$ cat src/rtl/bin_to_bcd_converter.sv
// Sequential double-dabble binary-to-BCD converter, one shift/add-3 iteration per clock.
// The published result and overflow flag hold steady until the next conversion completes.
//
// state | meaning
// IDLE  | waiting for in_valid; in_ready high
// SHIFT | one double-dabble iteration per clock, BIN_WIDTH iterations total
// DONE  | single cycle after bcd_out/ovf load; out_valid high
module bin_to_bcd_converter #(
    parameter int BIN_WIDTH   = 16,
    parameter int DIGITS      = 5,
    parameter int DISP_DIGITS = 4
) (
    input  logic                  clk,
    input  logic                  rst,
    input  logic                  in_valid,
    output logic                  in_ready,
    input  logic [BIN_WIDTH-1:0]  bin_in,
    output logic [4*DIGITS-1:0]   bcd_out,
    output logic                  ovf,
    output logic                  out_valid,
    output logic                  busy
);

    localparam int CNT_W = (BIN_WIDTH > 1) ? $clog2(BIN_WIDTH) : 1;
    localparam logic [CNT_W-1:0] LAST_CNT = CNT_W'(BIN_WIDTH - 1);
    localparam int ACC_W = 4 * DIGITS;

    typedef enum logic [1:0] {IDLE, SHIFT, DONE} state_t;

    state_t                       state_q, state_d;
    logic [BIN_WIDTH-1:0]         shift_q, shift_next;
    logic [ACC_W-1:0]             acc_q, acc_adj, acc_next;
    logic [ACC_W+BIN_WIDTH-1:0]   shifted;
    logic [CNT_W-1:0]             cnt_q;
    logic [ACC_W-1:0]             bcd_q;
    logic                         ovf_q;
    logic                         last_iter;

    // Any nonzero digit the display cannot show raises the overflow flag.
    function automatic logic high_nonzero(input logic [ACC_W-1:0] v);
        logic r;
        r = 1'b0;
        for (int i = DISP_DIGITS; i < DIGITS; i++) begin
            r = r | (|v[4*i +: 4]);
        end
        return r;
    endfunction

    always_comb begin
        acc_adj = acc_q;
        for (int i = 0; i < DIGITS; i++) begin
            if (acc_q[4*i +: 4] >= 4'd5) begin
                acc_adj[4*i +: 4] = acc_q[4*i +: 4] + 4'd3;
            end
        end
        shifted    = {acc_adj, shift_q} << 1;
        acc_next   = shifted[ACC_W+BIN_WIDTH-1:BIN_WIDTH];
        shift_next = shifted[BIN_WIDTH-1:0];
    end

    assign last_iter = (cnt_q == LAST_CNT);

    always_ff @(posedge clk or negedge rst) begin
        if (!rst) begin
            state_q <= IDLE;
        end else begin
            state_q <= state_d;
        end
    end

    always_comb begin
        state_d   = state_q;
        in_ready  = 1'b0;
        busy      = 1'b0;
        out_valid = 1'b0;
        case (state_q)
            IDLE: begin
                in_ready = 1'b1;
                if (in_valid) state_d = SHIFT;
            end
            SHIFT: begin
                busy = 1'b1;
                if (last_iter) state_d = DONE;
            end
            DONE: begin
                out_valid = 1'b1;
                state_d   = IDLE;
            end
            default: state_d = IDLE;
        endcase
    end

    always_ff @(posedge clk or negedge rst) begin
        if (!rst) begin
            shift_q <= '0;
            acc_q   <= '0;
            cnt_q   <= '0;
            bcd_q   <= '0;
            ovf_q   <= 1'b0;
        end else begin
            case (state_q)
                IDLE: begin
                    if (in_valid) begin
                        shift_q <= bin_in;
                        acc_q   <= '0;
                        cnt_q   <= '0;
                    end
                end
                SHIFT: begin
                    shift_q <= shift_next;
                    acc_q   <= acc_next;
                    cnt_q   <= cnt_q + 1'b1;
                    // Publish straight from the final iteration so DONE already shows the result.
                    if (last_iter) begin
                        bcd_q <= acc_next;
                        ovf_q <= high_nonzero(acc_next);
                    end
                end
                default: ;
            endcase
        end
    end

    assign bcd_out = bcd_q;
    assign ovf     = ovf_q;

endmodule

$ cat config.mk
export PLATFORM = sky130hd
export DESIGN_NAME = bin_to_bcd_converter
export DESIGN_NICKNAME = d
export VERILOG_FILES = /design/src/rtl/bin_to_bcd_converter.sv
export SDC_FILE = /design/constraint.sdc
export NUM_CORES = 1
export LEC_CHECK = 0
export ABC_AREA = 1
export CAP_MARGIN = 20
export CORE_MARGIN = 4
export CORE_UTILIZATION = 30
export CTS_CLUSTER_DIAMETER = 200
export DETAILED_ROUTE_END_ITERATION = 8
export DONT_BUFFER_PORTS = 1
export GPL_ROUTABILITY_DRIVEN = 0
export PLACE_DENSITY_LB_ADDON = 0.1
export SYNTH_ARGS = -nofsm -noshare
export SYNTH_HDL_FRONTEND = slang
export SYNTH_SLANG_ARGS = --single-unit
$ cat constraint.sdc
create_clock -name clk -period 2.3 [get_ports clk]
set_input_delay 0.23 -clock clk [delete_from_list [all_inputs] [get_ports clk]]
set_output_delay 0.23 -clock clk [all_outputs]
set_load 0.02 [all_outputs]
==> results.md <==
- Global Route Usage Sum: 0.123
- Metal3 WL: 429 µm
- Final min period: between 1.5 and 2 ns
- Xor-xnor portion of the synthesized cell area: 0.0272
- Hold Crit Class: in -> reg
- DRC: 0
- Synth Area in Adders: 0.0474
- Slew headroom: 0.587
- CTS sink count: 63
- CP Capture Type: output port
- Antenna violations before repair: 0
- Worst setup endpoint: busy
- Clock tree buffer depth: 2
- Setup bufs post-CTS: 0
- Max Fclk: around 630 MHz
- Final net count: about 370
- Die H: 106 µm
- Worst Path Buf+Inv: 2
- Final hold vios: 0
- First-pass GRT wire length: 10900 µm
- Total number of vias: 2114
- Top cell by count, worst path: inv_2
- Residual overflow from global routing: 0
- Mux share of post-synthesis cell area: 0
- Starting DRC count in detailed routing: 87
- FF-to-FF End: bcd_out[4]$_DFFE_PN0P_
- R2r setup slk: roughly 0.77 ns
- Critical-path cell list: inv_2 -> nand2_2 -> inv_2
- Avg Cell Area, Syn: between 8 and 9 µm²
- CP startpoint kind: flip-flop
- Pwr dens: 1520 nW/µm²
- Tcrit/Tclk final: 0.687
- Rows: 35
- CTS buffer count: 9
- Drt wl/cell: 13.7 µm
- Top Ports: 43
- Vias in the first global route: about 2100
- Top cells by area, synth: dfrtp_1 54%, nand2_1 13%, ha_1 4.7%
- CTS Root Cell: clkbuf_8
- Area leader, netlist: dfrtp_1
- Final setup vio count: 0
- Antenna cells: 0
- Simple-gate area share of the yosys netlist: 0.177
- Die ar.: around 11000 µm²
- Worst EP required: slightly above 2 ns
- Reg2Reg Depth: 6
- Routed Antenna Nets: 0
- Netlist cell types: 24
- Slew Limit Fails: 0
- Fin cells: roughly 470
- Die Wd: approximately 110 µm
- R2r startpoint: state_q[1]$_DFFE_PN0P_
- Mapped cell area: between 2000 and 3000 µm²
- Placed cells: about 440
- Hold_buf cts: 6
- Worst-Skew Late Latency: 0.34 ns
- H-tree depth: 3
- Slew @ Worst Pin: 0.620 ns
- Post-synthesis net count: 354
- Critical path depth: 3
- Seq/Total Area, Yosys: 0.543
- Port buffer count: 0
- Fin Setup TNS: 0 ns
- DPL Wire Length: roughly 4300 µm
- Share of cells above drive strength 1: 0.0735
- CTS tree: built
- Crit path max-delay family: buffers and inverters
- CP arrival: 1.35 ns
- DRT Pass-1 Iters: 4
- Cells after Synth: between 300 and 400
- Slowest CP cell: dfrtp_1
- Highest Signal Layer: met4
- Largest family of logic cells by synthesized area: simple AND/OR/NAND/NOR gates
- RSZ-0062 raised after global routing: no
- Number of max-cap violations: 0
- Layout area overhead: 15.6%
- Static Leak: between 1.5 and 2 nW
- Flops & latches, synth: 63
- Clock slew at reported path FFs: roughly 0.07 ns
- Share of the synthesized area in the top cell type: 0.543
- Core ar.: between 9000 and 10000 µm²
- Crit path launch: state_q[1]$_DFFE_PN0P_
- Crit path kind: reg -> out
- Worst-path fanout max: 15
- Finished Cell Area: about 3400 µm²
- Drt via density: around 4.5
- Synth Area in Compound Gates: 0.131
- Worst vdd ir: between 0.0004 and 0.0005 V
- Post-CTS sizing: 0
- Initial Util: 0.311
- Clock skew: 0.00940 ns
- Status: completed
- Worst stage delay on the critical path: about 0.40 ns
- Met2 Wirelength: around 2800 µm
- Wire length on met1: approximately 3200 µm
- Largest net degree at the start of global routing: 64
- Routed Wire Length: between 6000 and 7000 µm
- Placed cell area: approximately 3000 µm²
- Yosys warns: 0
layout make-up:
| cell class | count | area (µm²) |
|---|---|---|
| Tap cell | 129 | 161 |
| Inverter | 39 | 146 |
| Sequential cell | 63 | 1580 |
| Clock inverter | 5 | 106 |
| Fill cell | 1002 | 5970 |
| Timing Repair Buffer | 11 | 123 |
| Clock buffer | 11 | 131 |
| Multi-Input combinational cell | 211 | 1110 |
worst register-to-register path, stage by stage, from the launching register on:
cell	delay (ns)
dfrtp_1	0.40
inv_2	0.08
nand2_2	0.18
nor2_4	0.29
inv_2	0.26
nand2_1	0.13
o21ai_0	0.08
synth_stat cells:
cell type,instances
buf_2,8
nand2_1,100
ha_1,11
o211ai_1,5
dfrtp_1,63
nand3_2,1
buf_4,1
inv_2,3
buf_6,2
xor2_1,8
nand4_1,2
a22o_1,1
nor2_4,1
xnor2_1,1
o22ai_1,13
nor2_1,8
o21ai_1,18
inv_1,36
o21ai_0,21
a21oi_1,1
nor2_2,1
o221ai_1,6
nand2_2,2
nand3_1,11
state kept, by name, summed over array words and instances, names as in the netlist:
name     count
acc_q       20
bcd_out     20
cnt_q        4
ovf          1
shift_q     16
state_q      2
how the worst min path moves through the flow:
stage                    start                 endpoint  slack, ns  cells after the start
floorplan                  rst     acc_q[0]$_DFFE_PN0P_      -0.07                      0
global placement           rst     acc_q[7]$_DFFE_PN0P_      -0.06                      0
detailed placement         rst   bcd_out[7]$_DFFE_PN0P_      -0.06                      0
CTS                 bin_in[13]  shift_q[13]$_DFFE_PN0P_   0.000009                      2
global route         bin_in[4]   shift_q[4]$_DFFE_PN0P_       0.01                      2
finish               bin_in[3]   shift_q[3]$_DFFE_PN0P_       0.02                      2
metal layers:
metal  GRT usage  vias up
met5           0        -
met4      0.0389        0
met3      0.0546        7
met2       0.179       47
met1       0.164      981
li1            -     1079
logic make-up after synthesis:
kind of cell,Yosys count
AOI/OAI and AO/OA,65
DFF,63
buffers and inverters,50
adders and majority gates,11
xor gates and xnor gates,9
and+or+nand+nor,126
layout by cell type (no fill, tap or decap), types with 2 or more instances in the layout:
master,Yosys,layout
buf_4,1,2
bufinv_16,0,3
clkbuf_1,0,2
clkbuf_8,0,9
dfrtp_1,63,63
dlygate4sd3_1,0,8
ha_1,11,11
inv_1,36,36
inv_2,3,3
nand2_1,100,100
nand2_2,2,2
nand3_1,11,11
nand4_1,2,2
nor2_1,8,8
o211ai_1,5,5
o21ai_0,21,21
o21ai_1,18,18
o221ai_1,6,6
o22ai_1,13,13
xor2_1,8,8
per-stage QoR:
step | hold WS [ns] | power [mW] | setup WS (ns) | utilization
2_1_floorplan | -0.0656 | 3.51 | 0.997 | -
3_3_place_gp | -0.0625 | 3.94 | 0.760 | 0.323
3_5_place_dp | -0.0628 | 3.97 | 0.739 | 0.323
4_1_cts | 0.00000949 | 5.18 | 0.685 | 0.356
5_1_grt | 0.0125 | 5.58 | 0.555 | 0.360
6_report | 0.0246 | 5.10 | 0.720 | 0.360
where the power goes:
part	leakage [nW]	total (mW)	internal, mW	switching [mW]
logic	0.705	1.79	0.648	1.15
registers	0.773	2.15	1.61	0.541
clock network	0.114	1.15	0.723	0.431
total	1.59	5.10	2.98	2.12
No activity file was read; power rests on OpenSTA's default activity.
